[src/rtl/mips_exc_pkg.sv]
// mips_exc_pkg: shared FSM states, ExcCodes, CP0 selects and handler vectors
package mips_exc_pkg;
  typedef enum logic [1:0] {S_IDLE, S_REDIRECT, S_HANDLER} state_t;
  localparam logic [4:0] EXC_RI = 5'd10;
  localparam logic [4:0] EXC_OV = 5'd12;
  localparam logic [1:0] SEL_EPC = 2'd0;
  localparam logic [1:0] SEL_CAUSE = 2'd1;
  localparam logic [1:0] SEL_STATUS = 2'd2;
  localparam logic [1:0] SEL_COUNT = 2'd3;
  localparam logic [11:0] VEC_RI = 12'h3F0;
  localparam logic [11:0] VEC_OV = 12'h3F8;
  function automatic logic [4:0] exc_code(input logic ri, input logic ov);
    return ri ? EXC_RI : ov ? EXC_OV : 5'd0;
  endfunction
endpackage

[src/rtl/mips_cp0_regs.sv]
// mips_cp0_regs: EPC/Cause/Status/Count register set with MTC0 write and MFC0 read
module mips_cp0_regs
  import mips_exc_pkg::*;
#(
  parameter int WSIZE = 32,
  parameter int CNT_W = 8
) (
  input  logic             clk,
  input  logic             rst,
  input  logic             i_take,
  input  logic             i_eret,
  input  logic [WSIZE-1:0] i_pc,
  input  logic [4:0]       i_code,
  input  logic             i_we,
  input  logic [1:0]       i_sel,
  input  logic [WSIZE-1:0] i_wdata,
  output logic [WSIZE-1:0] o_epc,
  output logic [WSIZE-1:0] o_cause,
  output logic             o_exl,
  output logic [CNT_W-1:0] o_count,
  output logic [WSIZE-1:0] o_rdata
);
  logic [WSIZE-1:0] r_epc;
  logic [4:0]       r_code;
  logic             r_exl;
  logic [CNT_W-1:0] r_count;
  always_ff @(posedge clk) begin
    if (rst) begin
      r_epc <= '0;
      r_code <= '0;
      r_exl <= 1'b0;
      r_count <= '0;
    end else if (i_take) begin
      if (!r_exl) r_epc <= i_pc;
      r_code <= i_code;
      r_exl <= 1'b1;
      if (r_count != '1) r_count <= r_count + CNT_W'(1);
    end else begin
      if (i_we && i_sel == SEL_EPC) r_epc <= i_wdata;
      if (i_eret) r_exl <= 1'b0;
      else if (i_we && i_sel == SEL_STATUS) r_exl <= i_wdata[1];
    end
  end
  assign o_epc = r_epc;
  assign o_cause = {{(WSIZE-7){1'b0}}, r_code, 2'b00};
  assign o_exl = r_exl;
  assign o_count = r_count;
  always_comb begin
    o_rdata = i_sel == SEL_EPC    ? r_epc :
              i_sel == SEL_CAUSE  ? o_cause :
              i_sel == SEL_STATUS ? {{(WSIZE-2){1'b0}}, r_exl, 1'b0} :
                                    {{(WSIZE-CNT_W){1'b0}}, r_count};
  end
endmodule

[src/rtl/mips_exception_sequencer.sv]
// mips_exception_sequencer: squashes faulting instructions and sequences handler entry and ERET return
module mips_exception_sequencer
  import mips_exc_pkg::*;
#(
  parameter int WSIZE = 32,
  parameter int CNT_W = 8
) (
  input  logic             clk,
  input  logic             rst,
  input  logic             exception,
  input  logic [WSIZE-1:0] exception_ADDR,
  input  logic             overflow,
  input  logic             unknown_opcode,
  input  logic [WSIZE-1:0] pc,
  input  logic             eret,
  input  logic             mtc0_we,
  input  logic [1:0]       cp0_sel,
  input  logic [WSIZE-1:0] mtc0_wdata,
  output logic             flush,
  output logic             pc_redirect,
  output logic [WSIZE-1:0] redirect_ADDR,
  output logic [WSIZE-1:0] epc,
  output logic [WSIZE-1:0] cause,
  output logic             status_exl,
  output logic [WSIZE-1:0] mfc0_rdata,
  output logic [CNT_W-1:0] exc_count
);
  state_t           r_state, w_next;
  logic             r_pc_redirect;
  logic [WSIZE-1:0] r_redirect_addr;
  logic             w_eret_ok;
  logic [4:0]       w_code;
  assign flush = exception;
  assign w_eret_ok = eret && !exception && r_state == S_HANDLER;
  assign w_code = exc_code(unknown_opcode, overflow);
  assign pc_redirect = r_pc_redirect;
  assign redirect_ADDR = r_redirect_addr;
  always_comb begin
    w_next = exception ? S_REDIRECT :
             r_state == S_REDIRECT ? S_HANDLER :
             w_eret_ok ? S_IDLE : r_state;
  end
  always_ff @(posedge clk) begin
    if (rst) begin
      r_state <= S_IDLE;
      r_pc_redirect <= 1'b0;
      r_redirect_addr <= '0;
    end else begin
      r_state <= w_next;
      r_pc_redirect <= exception || w_eret_ok;
      if (exception) r_redirect_addr <= exception_ADDR;
      else if (w_eret_ok) r_redirect_addr <= epc;
    end
  end
  mips_cp0_regs #(.WSIZE(WSIZE), .CNT_W(CNT_W)) u_cp0 (
    .clk     (clk),
    .rst     (rst),
    .i_take  (exception),
    .i_eret  (w_eret_ok),
    .i_pc    (pc),
    .i_code  (w_code),
    .i_we    (mtc0_we && !exception),
    .i_sel   (cp0_sel),
    .i_wdata (mtc0_wdata),
    .o_epc   (epc),
    .o_cause (cause),
    .o_exl   (status_exl),
    .o_count (exc_count),
    .o_rdata (mfc0_rdata)
  );
endmodule

[config.mk]
export PLATFORM = sky130hd
export DESIGN_NAME = mips_exception_sequencer
export DESIGN_NICKNAME = d
export VERILOG_FILES = /design/src/rtl/mips_exc_pkg.sv /design/src/rtl/mips_cp0_regs.sv /design/src/rtl/mips_exception_sequencer.sv
export SDC_FILE = /design/constraint.sdc
export NUM_CORES = 1
export LEC_CHECK = 0
export ABC_AREA = 1
export CAP_MARGIN = 15
export CORE_MARGIN = 5
export CORE_UTILIZATION = 39
export CTS_CLUSTER_DIAMETER = 120
export DETAILED_ROUTE_END_ITERATION = 8
export GPL_TIMING_DRIVEN = 0
export PLACE_DENSITY = 0.81
export SYNTH_ARGS = -nofsm -noshare
export SYNTH_HDL_FRONTEND = slang
export SYNTH_SLANG_ARGS = --single-unit
[constraint.sdc]
create_clock -name clk -period 1.7 [get_ports clk]
set_input_delay 0.17 -clock clk [delete_from_list [all_inputs] [get_ports clk]]
set_output_delay 0.17 -clock clk [all_outputs]
set_load 0.02 [all_outputs]
==> reports/metrics.cfg, run 1 <==
[floorplanning]
core.rowCount = 38
die_area_mm2 = 0.0135
die_x_um = 116
pin_count = 244
start_util = 0.401
core_mm2 = 0.0109
die_y_um = 116

[final_layout]
layout-drive-gt1-share = 0.137
final_cells = 1068
diodes = 0
utilization = 0.643
final_cell_mix = nand2_1, clkdlybuf4s50_1, dfxtp_1
area_growth_pct = 60.3
final_common_cell = nand2_1
nNetsFinal = 1029

[timing]
rsz0062_at_grt = no
max-slew-margin-rel = 0.563
finalSetupViolCount = 0
tns_ns = 0
fin_crit_ns = 1.63
tightest_slew_ns = 0.656
slew_viol_final = 0
fmax_ghz = 0.615
post-route-period-util = 0.957
hold_violations = 0
clock_skew_ns = 0.00576

[setup_path]
crit_family = buffers and inverters
crit_path_max_incr_delay_ns = 0.66
crit_path_top_delay_cell = clkdlybuf4s50_1
cp_num_buf_inv = 1
crit_path_cell_trace = clkdlybuf4s50_1
end_kind = output pin
start_kind = flop
crit_fanout = 6
cp.required_ns = 1.53
crit_arrival_ns = 1.46
crit_type = reg2out

[global_routing]
busiest_layer = met2
grtUsageTotal = 0.235
overflow = 0
use_met2 = 0.386
grt_pass1_vias = 4598
grt_pass1_wl_mm = 24.7
globalRouteMet1Util = 0.318
grt_max_degree = 15
met3_usage = 0.0449
antenna_found_initial = 0

[synth]
synth.distinct_cells = 30
ys_seq_elements = 79
syn_area_per_cell_um2 = 6.52
yosysSeqAreaShare = 0.360
synthesis.area_mm2 = 0.00439
ys_warn_count = 0
syn_inst = 673

[clocking]
htree_num_levels = 3
cts_buffers = 9
clk_path_buf_depth = 2
cts.sinks = 79
insertion_delay_ns = 0.33
clkTransAtPathRegs_ns = 0.06
clockRootBuffer = clkbuf_16
holdBufCountCts = 0
postCtsSetupBuffers = 0
cts_tree = built

[placed_design]
dp_cells = 1052
portBuffers = 211
routabilityCongestion = 0.964
hpwl_mm = 13.4

[routing]
drc = 0
dr_total_vias = 5056
routedWlPerCell_um = 15.5
drt_iter0_drc = 400
vias_per_cell = 4.73
antenna_left = 0
first_pass_iters = 5
wirelength_mm = 16.5

[flow_run]
max-cap-violations = 0

[power]
ir_drop_uv = 636
power_w = 0.00530
power_density_mw_per_mm2 = 754
power_leakage_nw = 2.99

[status]
outcome = completed

[hold_path]
hold_class = in2reg

## cell families (layout without fill, tap and decap cells)
group	after synthesis	after routing	synth area share
fa+ha+maj	1	1	0.00285
buf+inv	124	351	0.162
simple gates	345	345	0.328
xor+xnor	1	1	0.00200
other cells	1	29	0.000855
compound gates	122	122	0.144
flops	79	79	0.360
## per-stage QoR
| step | hold slack (ns) | instance area [um2] | worst slack [ns] |
|---|---|---|---|
| after floorplan | 0.311 | 4490 | 0.262 |
| after global placement | 0.451 | 6780 | -0.515 |
| after detailed placement | 0.455 | 6780 | -0.549 |
| after CTS | 0.202 | 7060 | 0.00240 |
| after global routing | 0.210 | 7030 | 0.0455 |
| final | 0.206 | 7030 | 0.0739 |
## Yosys cell counts
library cell | count | area (um2)
xor2_1 | 1 | 8.76
ha_1 | 1 | 12.5
nand3_4 | 1 | 17.5
a211oi_1 | 1 | 7.51
nand4_1 | 2 | 12.5
nor2_4 | 4 | 45.0
buf_6 | 12 | 135
conb_1 | 1 | 3.75
a21oi_1 | 75 | 375
nand3_1 | 43 | 215
clkinv_1 | 1 | 3.75
nand2_1 | 248 | 931
dfxtp_1 | 79 | 1580
o21ai_0 | 41 | 205
nor3_1 | 4 | 20.0
o221ai_1 | 1 | 8.76
nand2_4 | 1 | 11.3
inv_1 | 48 | 180
inv_4 | 1 | 6.26
nor2_1 | 34 | 128
o31ai_1 | 1 | 7.51
clkbuf_1 | 12 | 45.0
buf_2 | 14 | 70.1
o22ai_1 | 2 | 12.5
nor3_2 | 1 | 10.0
nand3_2 | 1 | 10.0
buf_4 | 36 | 270
nor2_2 | 2 | 12.5
a21oi_4 | 1 | 16.3
nand2_2 | 4 | 25.0
## repair_timing
item	in CTS	in global routing
resized for setup	112	11
hold endpoints to repair	0	0
endpoints found under the setup margin	32	28
## cell type report
type                    count  area [um2]
fillers                  1059        3900
multi-input cells         498        2200
repair buffers            211        2050
flip-flops and latches     79        1580
plain buffers              74         531
clock buffers               9         225
inverters                  50         190
well taps                 140         175
clock inverters             7        71.3
## report_power, final
group          internal (W)  total [W]  switching [W]
sequential          0.00195    0.00203      0.0000789
combinational      0.000632    0.00134       0.000710
clock               0.00114    0.00193       0.000789
total               0.00373    0.00530        0.00158
## state kept, by name, summed over array words and instances, names as in the netlist
name           cells
u_cp0.o_exl        1
u_cp0.o_epc       32
redirect_ADDR     32
pc_redirect        1
u_cp0.o_count      8
u_cp0.r_code       3
r_state            2
## per-layer routing
layer  up-vias  share of wire
met5         -              0
met4         0          0.024
met3        28          0.067
met2       221           0.48
met1      2238           0.43
li1       2569              -
## final timing paths
path | startpoint | cells after the start | to | slack (ns)
worst min-delay path | exception | 4 | redirect_ADDR[0] | 0.21
worst min register to register | redirect_ADDR[14] | 2 | redirect_ADDR[14] | 0.47
worst max register to register | u_cp0.o_count[0] | 7 | u_cp0.o_count[4] | 0.24
worst max-delay path | u_cp0.o_count[2] | 1 | exc_count[2] | 0.07
Note: power is estimated with default switching activity, not from simulation.
==> inputs of run 2 (changes only) <==
--- a/config.mk
+++ b/config.mk
@@ -10,6 +10,7 @@
 export CORE_MARGIN = 5
 export CORE_UTILIZATION = 39
 export CTS_CLUSTER_DIAMETER = 120
+export CTS_CLUSTER_SIZE = 30
 export DETAILED_ROUTE_END_ITERATION = 8
 export GPL_TIMING_DRIVEN = 0
 export PLACE_DENSITY = 0.81
==> results of run 2 <==
The final DEF is identical to that of run 1; final timing and power are the same.
